===== src/rtl/isi_spike_gen.sv =====
// Spike request generator: emits request_z pulses, captures the sampler's reply
// word, and times the next inter-spike interval in prescaled ticks.
module isi_spike_gen #(
    parameter int bit_chip      = 6,
    parameter int pw            = 4,
    parameter int r_main_to_low = 1000,
    parameter int load_delay    = 2,
    parameter int isi_min       = 1,
    parameter int bit_cnt       = 16
) (
    input  logic                clk_main,
    input  logic                rst,
    input  logic                en,
    input  logic [bit_chip-1:0] bit_to_chip,
    output logic                request_z,
    output logic [bit_chip-1:0] isi_q,
    output logic                busy,
    output logic [bit_cnt-1:0]  spike_cnt
);

    localparam int PH_MAX = (pw > load_delay) ? pw : load_delay;
    localparam int PH_W   = $clog2(PH_MAX + 1);
    localparam int PS_W   = (r_main_to_low > 1) ? $clog2(r_main_to_low) : 1;
    localparam int TG_W   = bit_chip + 1;

    typedef enum logic [1:0] {IDLE, PULSE, LOAD, COUNT} state_t;

    state_t          state;
    state_t          state_nxt;
    logic [PH_W-1:0] ph_cnt;
    logic [PS_W-1:0] presc;
    logic [TG_W-1:0] tick_cnt;
    logic [TG_W-1:0] target;
    logic            presc_wrap;
    logic            count_done;

    // One extra bit keeps the all-ones sample plus offset from wrapping.
    assign target     = {1'b0, isi_q} + TG_W'(isi_min);
    assign presc_wrap = (presc == PS_W'(r_main_to_low - 1));
    assign count_done = presc_wrap && ((tick_cnt + TG_W'(1)) == target);

    always_ff @(posedge clk_main) begin
        if (rst) begin
            state <= IDLE;
        end else begin
            state <= state_nxt;
        end
    end

    always_comb begin
        state_nxt = state;
        case (state)
            IDLE:  if (en) state_nxt = PULSE;
            PULSE: if (ph_cnt == PH_W'(pw - 1)) state_nxt = LOAD;
            LOAD:  if (ph_cnt == PH_W'(load_delay - 1)) state_nxt = COUNT;
            COUNT: if (count_done) state_nxt = en ? PULSE : IDLE;
            default: state_nxt = IDLE;
        endcase
    end

    // Outputs are registered from the next state so they change on the
    // same edge as the state itself.
    always_ff @(posedge clk_main) begin
        if (rst) begin
            request_z <= 1'b0;
            busy      <= 1'b0;
            spike_cnt <= '0;
            isi_q     <= '0;
            ph_cnt    <= '0;
            presc     <= '0;
            tick_cnt  <= '0;
        end else begin
            request_z <= (state_nxt == PULSE);
            busy      <= (state_nxt != IDLE);

            if (state_nxt == PULSE && state != PULSE)
                spike_cnt <= spike_cnt + bit_cnt'(1);

            if (state_nxt == state && (state == PULSE || state == LOAD))
                ph_cnt <= ph_cnt + PH_W'(1);
            else
                ph_cnt <= '0;

            if (state == LOAD && state_nxt == COUNT)
                isi_q <= bit_to_chip;

            // Prescaler and tick counter only run while staying in COUNT,
            // so both start from zero on every COUNT entry.
            if (state == COUNT && state_nxt == COUNT) begin
                if (presc_wrap) begin
                    presc    <= '0;
                    tick_cnt <= tick_cnt + TG_W'(1);
                end else begin
                    presc <= presc + PS_W'(1);
                end
            end else begin
                presc    <= '0;
                tick_cnt <= '0;
            end
        end
    end

endmodule


===== config.mk =====
export PLATFORM = sky130hd
export DESIGN_NAME = isi_spike_gen
export DESIGN_NICKNAME = d
export VERILOG_FILES = /design/src/rtl/isi_spike_gen.sv
export SDC_FILE = /design/constraint.sdc
export NUM_CORES = 1
export LEC_CHECK = 0
export CORE_ASPECT_RATIO = 2
export CORE_MARGIN = 5
export CORE_UTILIZATION = 55
export CTS_CLUSTER_SIZE = 28
export DETAILED_ROUTE_END_ITERATION = 10
export GPL_TIMING_DRIVEN = 0
export HOLD_SLACK_MARGIN = 0.1
export PLACE_DENSITY = 0.8
export SLEW_MARGIN = 5
export SYNTH_ARGS = -nofsm -noshare
export SYNTH_HDL_FRONTEND = slang
export SYNTH_SLANG_ARGS = --single-unit
export TNS_END_PERCENT = 30

===== constraint.sdc =====
create_clock -name clk_main -period 6.8 [get_ports clk_main]
set_clock_uncertainty 0.1 [all_clocks]
set_input_delay 1.36 -clock clk_main [delete_from_list [all_inputs] [get_ports clk_main]]
set_output_delay 1.36 -clock clk_main [all_outputs]
set_load 0.05 [all_outputs]

### After elaboration in Yosys (flattened, before gate mapping)

Index checks and enable logic that the tools add are counted.
Widths: inputs -> output; s select.

| operators by class | value |
|---|---|
| multiplexer cells | 6 |
| $lt $le $gt $ge | 0 |
| divide/modulo/power cells | 0 |
| reduce and logical (&&, ||, !) cells | 11 |
| bitwise logic cells | 2 |
| add/sub/neg operators | 5 |
| multipliers | 0 |
| shift operators | 0 |
| eq/ne operators | 11 |

Operators with widths:

| kind | number |
|---|---|
| $add 16x1->16 const B | 1 |
| $add 10x1->10 const B | 1 |
| $eq 10x10->1 const B | 1 |
| $mux 2 | 4 |
| $pmux 2 s4 | 1 |
| $add 6x1->7 const B | 1 |
| $add 7x1->7 const B | 1 |
| $eq 7x7->1 | 1 |
| $eq 2x2->1 const B | 3 |
| $logic_and 1x1->1 | 5 |
| $eq 2x1->1 const B | 2 |
| $reduce_or 2->1 | 2 |
| $add 3x1->3 const B | 1 |
| $eq 3x1->1 const B | 1 |
| $eq 3x2->1 const B | 1 |
| $reduce_or 3->1 | 1 |
| $eq 2x2->1 | 1 |
| $logic_not 2->1 | 1 |
| $ne 2x1->1 const B | 1 |
| $not 1->1 | 2 |
| $reduce_bool 2->1 | 1 |
| $logic_or 1x1->1 | 1 |
| $mux 1 | 1 |

| storage, ports and cells | value |
|---|---|
| latch bits | 0 |
| register bits after elaboration | 46 |
| memories kept | 0 |
| output and inout bits | 24 |
| bits of input ports | 9 |
| logic and storage cells | 43 |
| RAM bits | 0 |
| bits in read-only memories | 0 |

### Depth between registers and ports, before layout

Gate-level depths: netlist (run 1).

| logic depth | value |
|---|---|
| word-level depth | 9 |
| mapped depth | 13 |
| gate-level depth less buffers | 10 |

### Worst setup path before layout (run 1)

OpenSTA, ideal clock, no wires.

| path | value |
|---|---|
| path kind | register to register |
| from | reg isi_q[2] |
| to | reg spike_cnt[11] |
| stages on the path, launching flop included | 10 |
| path buffers | 1 |
| library setup time | 70 ps |
| setup slack | 3730 ps |
| clock period less this slack | 3070 ps |
| required time | 6630 ps |
| arrival time | 2899 ps |
| path through | dfxtp_1 and3_1 nand3_2 xnor3_1 or3_1 a211oi_2 a31oi_1 buf_6 or4_1 a21oi_1 |

| on the way | value |
|---|---|
| longest elaborated chain between the ends | 7 |

Ends and longest elaborated chain:

| element | RTL line | RTL |
|---|---|---|
| start, declared | 16 | `output logic [bit_chip-1:0] isi_q,` |
| start signal, assigned | 85 | `isi_q <= bit_to_chip;` |
| $add 6x1->7 | 38 | `assign target = {1'b0, isi_q} + TG_W'(isi_min);` |
| $eq 7x7->1 | 40 | `assign count_done = presc_wrap && ((tick_cnt + TG_W'(1)) == target);` |
| $logic_and 1x1->1 | 40 |  |
| $mux 2 | 56 | `COUNT: if (count_done) state_nxt = en ? PULSE : IDLE;` |
| $pmux 2 s4 | 52 | `case (state)` |
| $eq 2x1->1 | 76 | `if (state_nxt == PULSE && state != PULSE)` |
| $logic_and 1x1->1 | 76 |  |
| end signal, assigned | 77 | `spike_cnt <= spike_cnt + bit_cnt'(1);` |
| end, declared | 18 | `output logic [bit_cnt-1:0] spike_cnt` |

Every way passes these cells.
A chain may end at the register's enable or synchronous reset.

### Worst setup path after layout (run 1)

| path | value |
|---|---|
| from | in en |
| to | reg spike_cnt[0] |

| on the way | value |
|---|---|
| longest elaborated chain between the ends | 5 |
| elaborated cells on any way between the ends | 6 |
| those cells by class | eq/ne: 1; mux: 4; reduce/logical: 1 |

Ends and longest elaborated chain:

| element | RTL line | RTL |
|---|---|---|
| start, declared | 13 | `input logic en,` |
| $mux 1 | 56 |  |
| $mux 2 | 56 |  |
| $pmux 2 s4 * | 52 |  |
| $eq 2x1->1 * | 76 |  |
| $logic_and 1x1->1 * | 76 |  |

Every way passes the cells marked *; elsewhere a longest branch is shown, timed or not.

==> results of run 1 <==
## final cells by class
cell class / instances / area (sq um)
tap: 54 / 67.56
sequential: 46 / 920.9
timing repair buffer: 31 / 310.3
clock inverter: 1 / 30.03
inverter: 8 / 30.03
buffer: 12 / 56.30
multi-input combinational: 230 / 1459
fill: 378 / 1389
clock buffer: 7 / 76.32
## report_power, final
part	switching [uW]	total (uW)	leakage (uW)	internal, uW
Sequential	3.95	277	0.000371	273
Combinational	40.7	62.3	0.000587	21.6
Clock	94.5	205	0.0000524	110
## cells by family (layout without fill, tap and decap cells)
kind of cell	count (synthesis)	after routing	share of synthesized area, %
AND/OR/NAND/NOR	132	132	26.79
AO/OA/AOI/OAI	52	52	13.39
adder cells (fa/ha/maj)	11	11	5.581
flip-flops	46	46	37.34
XOR/XNOR	28	28	10.50
multiplexers	7	7	2.892
buffers and inverters	20	59	3.501
## Yosys cell counts, drive strengths merged, types with 2 or more instances
cell,count
or4,7
nand4,7
o31a,2
nor3,10
nand2,33
nor3b,3
a31oi,2
nor2b,2
nor2,29
and3,6
ha,11
o21ai,12
mux2i,6
xor2,8
a21oi,19
inv,8
or3,9
buf,3
dfxtp,46
clkbuf,9
and2,3
xnor2,19
o311ai,2
nand3,19
o31ai,7
## critical path: cells and delay by family
family	cells	cell delay [ns]
simple gates	3	0.73
buf+inv	3	1.00
compound gates	3	0.44
## sequential cells by signal, summed over array words and instances, names as in the netlist
signal     count
busy           1
isi_q          6
ph_cnt         3
presc         10
request_z      1
spike_cnt     16
state          2
tick_cnt       7
## final timing paths
kind / startpoint / endpoint / slack (ns) / cells after the start
hold reg to reg: presc[0]$_SDFF_PP0_ / presc[0]$_SDFF_PP0_ / 0.37 / 1
hold / removal: presc[0]$_SDFF_PP0_ / presc[0]$_SDFF_PP0_ / 0.37 / 1
setup reg to reg: presc[0]$_SDFF_PP0_ / spike_cnt[7]$_SDFFE_PP0P_ / 3.67 / 11
setup / recovery: en / spike_cnt[0]$_SDFFE_PP0P_ / 3.39 / 9
## routing by layer
layer  part of all wire (%)  wire length (um)  up-vias
met2                     59              3399       43
met5                      0                 0        -
met1                     36              2086     1072
met3                    3.2               182        9
li1                       -                 -     1121
met4                    1.7                99        0
## per-stage QoR
step / utilization (%) / hold WS, ns
2_1_floorplan: - / 0.3215
3_3_place_gp: 65.54 / 0.3375
3_5_place_dp: 65.54 / 0.3566
4_1_cts: 67.99 / 0.3683
5_1_grt: 67.99 / 0.4074
6_report: 67.99 / 0.3679
==> results.ini, run 1 <==
[outcome]
outcome = complete, no violations

[global_routing]
antenna_found_initial = 0
grt_use_met1_pct = 20.57
grtUsageTotal_pct = 20.82
busiest_layer = met2
grt_use_met2_pct = 41.02
grt_max_degree = 14
grt_overflow = 0
grtUsageMet3_pct = 3.333
grt_pass1_vias = 2278
grt_pass1_wl_mm = 10.13

[route]
drtIter0Drc = 71
drc = 0
wire_per_inst_um = 14.83
wl_mm = 5.769
ant_nets = 0
firstDrtPassIters = 4
vias = 2245
vias_per_cell = 5.771

[synth]
synth_fp_nets = 316
netlist_area_sq_mm = 0.002466
ys_ff_latch = 46
synth_area_leaders = dfxtp_1 37%, xnor2_1 6.7%, ha_1 5.6%
ys_seq_area_share_pct = 37.34
synthArstFlopShare_pct = 0
synth_enable_flop_cells = 0
synth_top_cell_by_area = dfxtp_1
yosysUniqueCellTypes = 42
ys_warn_count = 0
synthCells = 296
synth_top_area_share_pct = 37.34
syn_area_per_cell_sq_um = 8.331
ys.flop_type = dfxtp_1

[layout]
area_growth_pct = 19.63
drive_gt1_share_pct = 5.075
mostFrequentLayoutCells = 46 x dfxtp_1, 33 x nand2_1, 31 x clkdlybuf4s50_1
n_antenna_cell = 0
fin_cells = 389
design_area_sq_mm = 0.002950
nets = 354
final_common_cell = dfxtp_1

[clock_tree]
postCtsSetupRepairBufs = 0
clkLatencyLatePin_ns = 0.30
h-tree-depth = 2
cts.repair.resized = 0
cts_buffers = 5
cts_max_path_buffers = 2
root_buffer = clkbuf_8
ctsHoldBuffers = 0
clkSinkCount = 46
cts_tree = yes
clk_pin_slew_worst_paths_ns = 0.09

[sta]
fin_setup_tns_ns = 0
slew_headroom_pct = 49.89
worstMarginPinSlew_ns = 0.7423
hold_viol = 0
slew_violations = 0
fmax_ghz = 0.2931
finalWorstSetupSlack_ns = 3.389
setup_violations = 0
period_needed_ns = 3.411
period_share_pct = 50.17
rsz0062_at_grt = false

[power_and_ir_drop]
finalPower_uw = 543.7
p_leak_uw = 0.001011
irDropWorstVdd_v = 0.0001396
power_density_mw_per_mm2 = 184.3

[place]
preCtsSetupSlack_ns = 3.092
dp_hpwl_mm = 4.473
gp_congestion = 0.8807
port_buffers = 31
place_area_sq_mm = 0.002844
dp.cells = 381

[worst_setup_path]
cpMaxStageDelayCell = clkdlybuf4s50_1
worstSetupPathType = in2reg
critical_path_arrival_ns = 3.55
critPathMaxStageDelay_ns = 0.53
crit_required_ns = 6.94
path_cells = clkdlybuf4s50_1 > nand2_1 > o31a_1 > o21a_1 > or2_2 > clkbuf_1 > clkbuf_1 > or3_1 > a21oi_1
cp_max_fo = 10
start_kind = input port
cp-end-kind = register
path_common_cell = clkbuf_1

[die]
die_h_um = 104.7
core_sq_mm = 0.004339
die-area_sq_mm = 0.006004
start_util_pct = 56.83
die_width_um = 57.35
io_pins = 33
rows = 34

[run]
maxCapViolCount = 0

[hold_path]
worstHoldPathType = reg2reg

(Power assumes the default switching activity.)
==> run 2: changes to the inputs <==
==> constraint.sdc (replaced) <==
create_clock -name clk_main -period 3.2 [get_ports clk_main]
set_clock_uncertainty 0.1 [all_clocks]
set_input_delay 0.64 -clock clk_main [delete_from_list [all_inputs] [get_ports clk_main]]
set_output_delay 0.64 -clock clk_main [all_outputs]
set_load 0.05 [all_outputs]
==> run 2 against run 1 <==
Critical path depth up 1. Combinational power up 120%. Core utilization up 1.1 points. Register-to-register slack worse by 3.5 ns. Sequential share of layout area down 0.44 points.
==> results.ini, run 2 (same netlist as run 1, synthesis figures left out) <==
[clock_tree]
cts_buffers = 5  ; unchanged
clkLatencyLatePin_ns = 0.30  ; about the same
clkSinkCount = 46  ; unchanged
h-tree-depth = 2  ; unchanged
cts_max_path_buffers = 2  ; unchanged
clk_pin_slew_worst_paths_ns = 0.08  ; was 0.09 ns
cts_tree = yes  ; unchanged
root_buffer = clkbuf_8  ; unchanged

[layout]
final_util_pct = 69.06  ; was 67.99%
final_common_cell = dfxtp_1  ; unchanged
regMostFlops = spike_cnt  ; unchanged
area_growth_pct = 21.51  ; was 19.63%
drive_gt1_share_pct = 6.845  ; was 5.075%
largest_register_ffs = 16  ; unchanged
fin_cells = 390  ; was 389
nets = 355  ; was 354
mostFrequentLayoutCells = 45 x dfxtp_1, 33 x nand2_1, 31 x clkdlybuf4s50_1  ; was 46 x dfxtp_1, 33 x nand2_1, 31 x clkdlybuf4s50_1
top_regs = spike_cnt: 16 flops, presc: 10 flops, tick_cnt: 7 flops  ; unchanged
n_antenna_cell = 0  ; unchanged

[worst_setup_path]
crit_buf_inv = 1  ; was 3
critPathMaxStageDelay_ns = 0.40  ; was 0.53 ns
crit_required_ns = 3.28  ; was 6.94 ns
cp-end-kind = register  ; unchanged
worstSetupPathType = reg2reg  ; was in2reg
crit_family = simple AND/OR/NAND/NOR gates  ; was buffers and inverters
cpMaxStageDelayCell = or3_4  ; was clkdlybuf4s50_1
cp_max_fo = 10  ; unchanged
path_cells = ha_1 > nand4b_1 > or3_4 > nor3_1 > nand4_1 > a21o_1 > nor3b_2 > o2111ai_4 > buf_2 > nor2_1  ; was clkdlybuf4s50_1 > nand2_1 > o31a_1 > o21a_1 > or2_2 > clkbuf_1 > clkbuf_1 > or3_1 > a21oi_1
critical_path_arrival_ns = 3.09  ; was 3.55 ns
start_kind = register  ; was input port

[power_and_ir_drop]
p_leak_uw = 0.001027  ; was 0.001011 uW
irDropWorstVdd_v = 0.0003078  ; was 0.0001396 V
power_density_mw_per_mm2 = 387.4  ; was 184.3 mW/mm^2

[route]
firstDrtPassIters = 4  ; unchanged
drtIter0Drc = 65  ; was 71
drc = 0  ; unchanged
wire_per_inst_um = 14.94  ; was 14.83 um
wl_mm = 5.826  ; was 5.769 mm
vias_per_cell = 5.823  ; was 5.771
vias = 2271  ; was 2,245
ant_nets = 0  ; unchanged

[sta]
slew_headroom_pct = 61.20  ; was 49.89%
setup_violations = 0  ; unchanged
hold_viol = 0  ; unchanged
period_share_pct = 94.04
fmax_ghz = 0.3323
period_needed_ns = 3.009
worstMarginPinSlew_ns = 0.5808  ; was 0.7423 ns
fin_setup_tns_ns = 0  ; unchanged
slew_violations = 0  ; unchanged
rsz0062_at_grt = false  ; unchanged

[run]
maxCapViolCount = 0  ; unchanged

[die]
core_sq_mm = 0.004339  ; unchanged
die_width_um = 57.35  ; unchanged
io_pins = 33  ; unchanged
die-area_sq_mm = 0.006004  ; unchanged
rows = 34  ; unchanged
start_util_pct = 56.83  ; unchanged
die_h_um = 104.7  ; unchanged

[place]
dp_hpwl_mm = 4.473  ; unchanged
dp.cells = 381  ; unchanged
port_buffers = 31  ; unchanged
gp_congestion = 0.8807  ; unchanged

[hold_path]
worstHoldPathType = reg2reg  ; unchanged

[outcome]
outcome = complete, no violations  ; unchanged

[global_routing]
grt_overflow = 0  ; unchanged
grt_pass1_vias = 2278  ; unchanged
grt_pass1_wl_mm = 10.13  ; unchanged
grtUsageTotal_pct = 20.82  ; unchanged
antenna_found_initial = 0  ; unchanged
grt_max_degree = 14  ; unchanged

## run 2: layout make-up
cell class	instances	area (sq um)
Fill cell	371	1343
Inverter	8	30.03
Sequential cell	46	922.1
Clock buffer	7	76.32
Clock inverter	1	30.03
Timing Repair Buffer	32	317.8
Buffer	12	57.56
Tap cell	54	67.56
Multi-Input combinational cell	230	1495
## run 2: where the power goes
part / internal [uW] / leakage, uW / switching, uW
clock: 234 / 0.0000524 / 200
combinational: 48.8 / 0.000603 / 89.1
sequential: 580 / 0.000372 / 8.46
total: 863 / 0.00103 / 298
## run 2: worst register-to-register path: stages, from the launching register on
cell and delay, ns:
dfxtp_1 0.36, ha_1 0.24, nand4b_1 0.18, or3_4 0.40, nor3_1 0.22, nand4_1 0.21, a21o_1 0.27, nor3b_2 0.22
o2111ai_4 0.31, buf_2 0.30, nor2_1 0.09
## run 2: routing by layer
layer	up-vias	track usage [%]	share of wire (%)
li1	1126	-	-
met3	7	3.333	2.8
met2	43	41.02	59
met5	-	0	0
met4	0	7.297	1.6
met1	1095	20.57	36
## run 2: stage by stage
| step | setup slack, ns | cell area, sq um | total power (uW) | hold WS (ns) |
|---|---|---|---|---|
| 5_1_grt | 0.001780 | 2997 | 1205 | 0.4047 |
| 6_report | 0.1908 | 2997 | 1161 | 0.3670 |
| 3_5_place_dp | 0.07031 | 2844 | 732.5 | 0.3566 |
| 2_1_floorplan | 0.1304 | 2466 | 687.9 | 0.3215 |
| 3_3_place_gp | 0.08690 | 2844 | 731.2 | 0.3375 |
| 4_1_cts | 0.05591 | 2950 | 1161 | 0.3683 |
## run 2: worst paths after layout
path | slack, ns | cells after the start | start | end
min reg2reg | 0.37 | 1 | presc[0]$_SDFF_PP0_ | presc[0]$_SDFF_PP0_
min | 0.37 | 1 | presc[0]$_SDFF_PP0_ | presc[0]$_SDFF_PP0_
max | 0.19 | 10 | presc[0]$_SDFF_PP0_ | tick_cnt[6]$_SDFFE_PP0P_
max reg2reg | 0.19 | 10 | presc[0]$_SDFF_PP0_ | tick_cnt[6]$_SDFFE_PP0P_
## run 2: repair_timing
item	4_1_cts	5_1_grt
endpoints found under the setup margin	0	30
hold endpoints to repair	0	0
hold buffers	0	0
gates resized for setup	0	9
buffers inserted	0	1
==> run 3: changes to the inputs <==
==> constraint.sdc (replaced) <==
create_clock -name clk_main -period 3.4 [get_ports clk_main]
set_clock_uncertainty 0.1 [all_clocks]
set_input_delay 0.68 -clock clk_main [delete_from_list [all_inputs] [get_ports clk_main]]
set_output_delay 0.68 -clock clk_main [all_outputs]
set_load 0.05 [all_outputs]
==> run 3 against run 2 <==
Sequential share of layout area is 0.37 points higher. Clock power is 6.2% lower. First-iteration DRC count is 9.2% higher. Power is 6.3% lower. Fmax is 5.3% lower. Cell count is 0.26% lower. Worst hold slack better by 0.0019 ns. Register-to-register slack better by 0.03 ns. Count of clock-buffer cells in the layout stayed put. Final area is 1.3% lower. Critical path depth stayed put. Core utilization is 0.92 points lower.
==> results.ini, run 3 (same netlist as run 1, synthesis figures left out) <==
[global_routing]
grt_overflow = 0  ; unchanged
grt_max_degree = 14  ; unchanged
grtUsageTotal_pct = 20.82  ; unchanged
grt_pass1_vias = 2278  ; unchanged
grt_pass1_wl_mm = 10.13  ; unchanged
antenna_found_initial = 0  ; unchanged

[route]
vias_per_cell = 5.794  ; was 5.823
ant_nets = 0  ; unchanged
vias = 2254  ; was 2,271
drc = 0  ; unchanged
drtIter0Drc = 71  ; was 65
wire_per_inst_um = 15.01  ; was 14.94 um
firstDrtPassIters = 4  ; unchanged
wl_mm = 5.838  ; was 5.826 mm

[place]
dp.cells = 381  ; unchanged
dp_hpwl_mm = 4.473  ; unchanged
gp_congestion = 0.8807  ; unchanged
port_buffers = 31  ; unchanged

[clock_tree]
h-tree-depth = 2  ; unchanged
cts_buffers = 5  ; unchanged
clk_pin_slew_worst_paths_ns = 0.08  ; about the same
root_buffer = clkbuf_8  ; unchanged
clkLatencyLatePin_ns = 0.31  ; was 0.30 ns
clkSinkCount = 46  ; unchanged
ctsHoldBuffers = 0  ; unchanged
cts_max_path_buffers = 2  ; unchanged
cts_tree = yes  ; unchanged

[sta]
period_needed_ns = 3.178  ; was 3.009 ns
whs_ns = 0.3689  ; was 0.3670 ns
worstMarginPinSlew_ns = 0.7675  ; was 0.5808 ns
slew_headroom_pct = 48.18  ; was 61.20%
hold_viol = 0  ; unchanged
period_share_pct = 93.47  ; was 94.04%
setup_violations = 0  ; unchanged
rsz0062_at_grt = false  ; unchanged
fmax_ghz = 0.3147  ; was 0.3323 GHz
slew_violations = 0  ; unchanged
fin_setup_tns_ns = 0  ; unchanged

[layout]
mostFrequentLayoutCells = 46 x dfxtp_1, 33 x nand2_1, 31 x clkdlybuf4s50_1  ; was 45 x dfxtp_1, 33 x nand2_1, 31 x clkdlybuf4s50_1
largest_register_ffs = 16  ; unchanged
n_antenna_cell = 0  ; unchanged
regArea_sq_um = 920.9  ; was 922.1 sq um
nets = 354  ; was 355
final_util_pct = 68.14  ; was 69.06%
drive_gt1_share_pct = 5.373  ; was 6.845%
multi_input_area_sq_mm = 0.001465  ; was 0.001495 sq mm
top_regs = spike_cnt: 16 flops, presc: 10 flops, tick_cnt: 7 flops  ; unchanged
final_common_cell = dfxtp_1  ; unchanged
fin_cells = 389  ; was 390
regMostFlops = spike_cnt  ; unchanged
area_growth_pct = 19.89  ; was 21.51%
n_fill_cell = 378  ; was 371

[worst_setup_path]
cp-end-kind = register  ; unchanged
start_kind = register  ; unchanged
cp_max_fo = 10  ; unchanged
crit_required_ns = 3.49  ; was 3.28 ns
worstSetupPathType = reg2reg  ; unchanged
critPathMaxStageDelay_ns = 0.45  ; was 0.40 ns
reg2regPathDepth = 10  ; unchanged
critical_path_arrival_ns = 3.27  ; was 3.09 ns
path_cells = ha_1 > nand4b_1 > or3_1 > nor3_1 > nand4_1 > a21o_1 > nor3b_1 > o2111ai_2 > buf_2 > nor2_1  ; was ha_1 > nand4b_1 > or3_4 > nor3_1 > nand4_1 > a21o_1 > nor3b_2 > o2111ai_4 > buf_2 > nor2_1
cpMaxStageDelayCell = or3_1  ; was or3_4

[hold_path]
worstHoldPathType = reg2reg  ; unchanged
whs_path_depth = 1  ; unchanged

[outcome]
outcome = complete, no violations  ; unchanged

[die]
io_pins = 33  ; unchanged
rows = 34  ; unchanged
die_width_um = 57.35  ; unchanged
die-area_sq_mm = 0.006004  ; unchanged
core_sq_mm = 0.004339  ; unchanged
die_h_um = 104.7  ; unchanged
start_util_pct = 56.83  ; unchanged

[power_and_ir_drop]
finalPower_uw = 1087  ; was 1161 uW
irDropWorstVdd_v = 0.0002807  ; was 0.0003078 V
power_density_mw_per_mm2 = 367.8  ; was 387.4 mW/mm^2
p_leak_uw = 0.001012  ; was 0.001027 uW

[run]
maxCapViolCount = 0  ; unchanged

## run 3: cell count changes in the layout (fill, tap and decap cells not counted), sizes merged
cell  before  now
buf        4    3
## run 3: final cells by class
cell class,instances,share of cell area [%]
clock inverters,1,1.016
inverters,8,1.016
well taps,54,2.285
multi-input cells,230,49.56
flip-flops and latches,46,31.15
plain buffers,12,1.904
repair buffers,31,10.50
clock buffers,7,2.581
## run 3: report_power, final
group | switching [uW] | total (uW) | internal (uW)
clock | 187 | 407 | 220
combinational | 82.4 | 126 | 44.0
sequential | 8.06 | 554 | 546
total | 277 | 1090 | 810
## run 3: worst paths after layout
path / from / to / slack (ns)
hold / removal: presc[0]$_SDFF_PP0_ / presc[0]$_SDFF_PP0_ / 0.37
setup / recovery: presc[0]$_SDFF_PP0_ / tick_cnt[6]$_SDFFE_PP0P_ / 0.22
setup reg to reg: presc[0]$_SDFF_PP0_ / tick_cnt[6]$_SDFFE_PP0P_ / 0.22
hold reg to reg: presc[0]$_SDFF_PP0_ / presc[0]$_SDFF_PP0_ / 0.37
## run 3: layer usage
layer	up-vias	part of all wire [%]	global-route usage (%)	routed length (um)
li1	1123	-	-	-
met1	1070	35	20.57	2069
met2	53	59	41.02	3456
met3	8	3.7	3.333	214
met4	0	1.7	7.297	97
met5	-	0	0	0
## run 3: worst max-delay path: cells and delay by family (launching register included)
kind	cells	cell delay (ns)
and+or+nand+nor	6	1.40
AOI/OAI and AO/OA	2	0.66
DFF	1	0.36
buffers and inverters	1	0.31
adders and majority gates	1	0.24
## run 3: repair_timing
item | 4_1_cts | 5_1_grt
buffers inserted | 0 | 0
gates resized for setup | 0 | 1
endpoints found under the setup margin | 0 | 8
## run 3: metrics by stage
| step | cell area, sq um | worst slack [ns] |
|---|---|---|
| after floorplan | 2466 | 0.3304 |
| after global placement | 2844 | 0.2869 |
| after detailed placement | 2844 | 0.2703 |
| after CTS | 2950 | 0.2559 |
| after global routing | 2957 | 0.03958 |
| final | 2957 | 0.2220 |
